### src/rtl/pending_priority_encoder.sv
// pending_priority_encoder
//
// This block latches request bits into a pending register. It presents the
// index of one selected pending request that is not masked, together with a
// valid flag. The consumer retires the presented index with ACK. There are
// two selection modes:
// fixed priority, where the highest index wins, and round-robin, where the
// search starts just after the last retired index.
//
// Parameters
//   N        request width (2..32; widths that are not a power of 2 are fine)
//   RR_MODE  0 = fixed priority (highest index), 1 = round-robin
//   W        output index width, derived from N
//
// Ports
//   CLK    in   1  clock; all state changes on the rising edge
//   RST    in   1  synchronous, active-high reset
//   A      in   N  request bits, level-sampled; a 1 sets the pending bit
//   MASK   in   N  1 = bit excluded from selection; pending state is kept
//   ACK    in   1  retire the presented index; ignored while VALID=0
//   O      out  W  selected index; 0 when VALID=0
//   VALID  out  1  O names a pending request that is not masked
//   PEND   out  N  pending register
//   DROP   out  1  one-cycle pulse: a request hit a bit that was already pending
//
// Every output comes straight from a register, so no input reaches an
// output combinationally.

module pending_priority_encoder #(
   parameter  int N       = 8,
   parameter  int RR_MODE = 0,
   localparam int W       = (N > 1) ? $clog2(N) : 1
) (
   input  logic         CLK,
   input  logic         RST,
   input  logic [N-1:0] A,
   input  logic [N-1:0] MASK,
   input  logic         ACK,
   output logic [W-1:0] O,
   output logic         VALID,
   output logic [N-1:0] PEND,
   output logic         DROP
);

   localparam logic [N-1:0] ONE_N = {{(N-1){1'b0}}, 1'b1};

   logic [N-1:0] p_q, p_d;
   logic [W-1:0] o_q, o_d;
   logic         valid_q, valid_d;
   logic         drop_q, drop_d;
   logic [W-1:0] last_q, last_d;

   logic         honour;
   logic [N-1:0] clr;
   logic [N-1:0] cand;
   logic [W-1:0] sel_fixed;
   logic [W-1:0] sel_rr;
   logic         found_rr;
   int           rr_start;
   int           rr_idx;

   always_comb begin
      honour = ACK & valid_q;
      clr    = honour ? (ONE_N << o_q) : '0;

      // When a bit is set and cleared in the same cycle, the set wins.
      // That bit also does not count as a drop, because the clear has
      // already retired it.
      p_d    = (p_q & ~clr) | A;
      drop_d = |(A & p_q & ~clr);

      // LAST follows the retired index. The search then begins at the
      // index just after it.
      last_d = honour ? o_q : last_q;

      cand    = p_d & ~MASK;
      valid_d = |cand;

      // Fixed priority: scan upwards and keep overwriting, so the highest
      // set index is the one left at the end.
      sel_fixed = '0;
      for (int i = 0; i < N; i++) begin
         if (cand[i]) sel_fixed = W'(i);
      end

      // Round-robin: the first set index, searching upwards from
      // (LAST+1) mod N and wrapping past N-1 to 0.
      rr_start = (int'(last_d) + 1) % N;
      sel_rr   = '0;
      found_rr = 1'b0;
      rr_idx   = 0;
      for (int k = 0; k < N; k++) begin
         rr_idx = rr_start + k;
         if (rr_idx >= N) rr_idx = rr_idx - N;
         if (!found_rr && cand[rr_idx]) begin
            sel_rr   = W'(rr_idx);
            found_rr = 1'b1;
         end
      end

      if (!valid_d)          o_d = '0;
      else if (RR_MODE != 0) o_d = sel_rr;
      else                   o_d = sel_fixed;
   end

   always_ff @(posedge CLK) begin
      if (RST) begin
         p_q     <= '0;
         o_q     <= '0;
         valid_q <= 1'b0;
         drop_q  <= 1'b0;
         last_q  <= W'(N - 1);
      end else begin
         p_q     <= p_d;
         o_q     <= o_d;
         valid_q <= valid_d;
         drop_q  <= drop_d;
         last_q  <= last_d;
      end
   end

   assign O     = o_q;
   assign VALID = valid_q;
   assign PEND  = p_q;
   assign DROP  = drop_q;

endmodule

### config.mk
export PLATFORM = sky130hd
export DESIGN_NAME = pending_priority_encoder
export DESIGN_NICKNAME = d
export VERILOG_FILES = /design/src/rtl/pending_priority_encoder.sv
export SDC_FILE = /design/constraint.sdc
export NUM_CORES = 1
export LEC_CHECK = 0
export CAP_MARGIN = 20
export CORE_MARGIN = 4
export CORE_UTILIZATION = 40
export CTS_BUF_LIST = sky130_fd_sc_hd__clkbuf_16
export CTS_CLUSTER_DIAMETER = 30
export DETAILED_ROUTE_END_ITERATION = 10
export GPL_TIMING_DRIVEN = 0
export PLACE_DENSITY = 0.83
export SKIP_LAST_GASP = 1
export SLEW_MARGIN = 20
export SYNTH_ARGS = -nofsm -noshare
export SYNTH_HDL_FRONTEND = slang
export SYNTH_SLANG_ARGS = --single-unit
export TNS_END_PERCENT = 20
### constraint.sdc
create_clock -name CLK -period 2.27 [get_ports CLK]
set_clock_uncertainty 0.2 [all_clocks]
set_input_delay 0.5675 -clock CLK [delete_from_list [all_inputs] [get_ports CLK]]
set_output_delay 0.5675 -clock CLK [all_outputs]
set_load 0.01 [all_outputs]
==> flow_summary.yaml, run 1 <==
die:
  start_util_pct: 44.7
  io_pins: 32
  design.die.area_um2: 2520
  core_um2: 1590
  die_height_um: 50.2
  num_rows: 14
  die_w_um: 50.2
global_routing:
  first_global_vias: 758
  grt_pass1_wl_um: 3360
  met1_usage_pct: 19.6
  antenna_found_initial: 0
  grt.overflow.total: 0
  grt_util_met3_pct: 6.21
  grt.busiest_layer: "met2"
  grt_max_degree: 11
  met2_usage_pct: 30.7
  gr-usage-all-layers_pct: 17.5
clock_network:
  root_buffer: "clkbuf_16"
  cts_tree: "done"
  cts_resized: 2
  clock_latency_ns: 0.24
  clkTransAtPathRegs_ns: 0.05
  clockBufferDepth: 2
  hold_buffers: 0
  cts.sinks: 13
  numCtsBuffers: 3
  h-tree-depth: 1
  post-cts-setup-buffers: 0
route:
  antenna_left: 0
  vias: 758
  wire_per_inst_um: 15.0
  wirelength_um: 2040
  route.detailed.drc: 0
  drt_iter0_drc: 12
  via_per_inst: 5.57
  first_pass_iters: 4
hold_path:
  hp-class: "register to register"
critical_path:
  required_ns: 1.50
  path_cells: "clkdlybuf4s50_1"
  start_kind: "register"
  critical_path.top_delay_family: "buffers and inverters"
  cpMaxStageDelayCell: "clkdlybuf4s50_1"
  crit_path_end_kind: "output port"
  crit_buf_inv: 1
  cp.arrival_ns: 1.38
  crit_type: "register to output port"
  crit_fanout: 8
  max_stage_delay_ns: 0.61
yosys:
  syn_nets: 96
  syn_area_um2: 712
  yosysTopAreaCellShare_pct: 36.6
  synth_cell_types: 28
  synth_area_leaders: "dfxtp_1, nor2_1, o21ba_2"
  synth.yosys.seq_area_share_pct: 36.6
  synth_warnings: 0
  syn_inst: 77
  yosysTopAreaCell: "dfxtp_1"
  synth-seq-cells: 13
  avgSynthCellArea_um2: 9.25
finish:
  diodes: 0
  fin_area_um2: 1140
  utilization_pct: 71.3
  drive_gt1_share_pct: 17.0
  fin_nets: 132
  final_cells: 136
  area_growth_pct: 59.6
pwr:
  peakVddDrop_mv: 0.837
  p_leak_nw: 0.426
  power_density_nw_per_um2: 684
timing:
  fmax_mhz: 466
  period_share_pct: 94.5
  period_minus_slack_ns: 2.15
  tightest_slew_ns: 0.496
  relSlewSlack_pct: 66.9
  rsz0062_at_grt: "no"
  setup_slack_ns: 0.125
  finalSetupViolCount: 0
  hold_violations: 0
  maxSlewViolCount: 0
placed_design:
  portBuffers: 31
  dpl_cell_area_um2: 1050
  place_congestion: 0.786
  dp_hpwl_um: 1550
  dp_slack_ns: -0.368
  dp_cells: 132
flow_run:
  drv_cap: 0
outcome:
  status: "complete, no violations"
==> layout by cell type, fill, tap and decap left out, types with 3 or more instances in the layout <==
master	netlist	layout
nor3_1	3	3
o21a_1	4	4
a21oi_1	4	4
o21bai_1	3	3
o31a_1	5	5
nor2_1	15	15
clkbuf_16	0	3
clkdlybuf4s50_1	0	30
dfxtp_1	13	13
a22oi_1	3	3
o21ba_2	5	5
==> final timing paths <==
| kind | cells past startpoint | slack (ns) | end | startpoint |
|---|---|---|---|---|
| hold reg to reg | 2 | 0.35 | PEND[2] | PEND[2] |
| hold / removal | 2 | 0.35 | PEND[2] | PEND[2] |
| setup / recovery | 1 | 0.12 | O[2] | O[2] |
| setup reg to reg | 5 | 0.42 | O[0] | O[2] |
==> cell usage after synthesis <==
cell / number
o21a_1: 4
a22oi_1: 3
o21ai_0: 2
a211oi_1: 1
o31a_2: 2
nor4_4: 1
and3_2: 1
nand2b_4: 1
a21oi_1: 4
inv_1: 2
nor2b_2: 1
nor2_1: 15
dfxtp_1: 13
a41oi_2: 1
clkbuf_1: 1
nand2_1: 1
a41oi_1: 1
o31ai_1: 1
o221a_2: 1
o21ba_2: 5
or3_1: 1
o31a_1: 5
nand3_1: 1
nand3b_4: 1
a31oi_1: 1
o21bai_1: 3
nor3_1: 3
nand2b_1: 1
==> sequential cells by signal, indices dropped and copies added (netlist names) <==
register,count
DROP,1
O,3
PEND,8
VALID,1
==> through the flow <==
| stage | TNS (ns) | total power [mW] | hold WS, ns |
|---|---|---|---|
| final | 0 | 0.777 | 0.345 |
| after global routing | 0 | 0.811 | 0.401 |
| after CTS | 0 | 0.781 | 0.344 |
| after detailed placement | -1.07 | 0.446 | 0.338 |
| after global placement | -1.01 | 0.443 | 0.332 |
| after floorplan | 0 | 0.355 | 0.345 |
==> power breakdown <==
| group | switching (mW) | internal, mW |
|---|---|---|
| Clock | 0.0993 | 0.234 |
| Sequential | 0.0195 | 0.248 |
| Combinational | 0.0741 | 0.102 |
| Total | 0.193 | 0.585 |
==> final cells by class <==
class	instances	area, um2
Clock buffer	3	75.1
Sequential cell	13	260
Inverter	2	7.51
Clock inverter	1	5.00
Buffer	1	3.75
Multi-Input combinational cell	61	445
Timing Repair Buffer	31	309
Fill cell	123	458
Tap cell	24	30.0
==> logic make-up after synthesis <==
logic type             share of synthesized area, %
AO/OA/AOI/OAI                                  38.8
AND/OR/NAND/NOR                                23.0
flip-flops                                     36.6
buffers and inverters                          1.58
==> metal layers <==
layer  share of wire [%]  vias up
met5                   0        -
met4                0.69        0
met3                 6.9        2
met2                  51       30
met1                  41      360
li1                    -      366
Note: power is estimated with default switching activity, not from simulation.
==> run 2: changes to the inputs <==
Settings changed: CTS_CLUSTER_SIZE from default to 40.
==> results of run 2 <==
Final layout, timing and power as in run 1 (identical DEF).
==> run 3: changes to the inputs <==
Settings changed: GPL_ROUTABILITY_DRIVEN from default to 0.
==> results of run 3 <==
Final layout, timing and power as in run 1 (identical DEF).
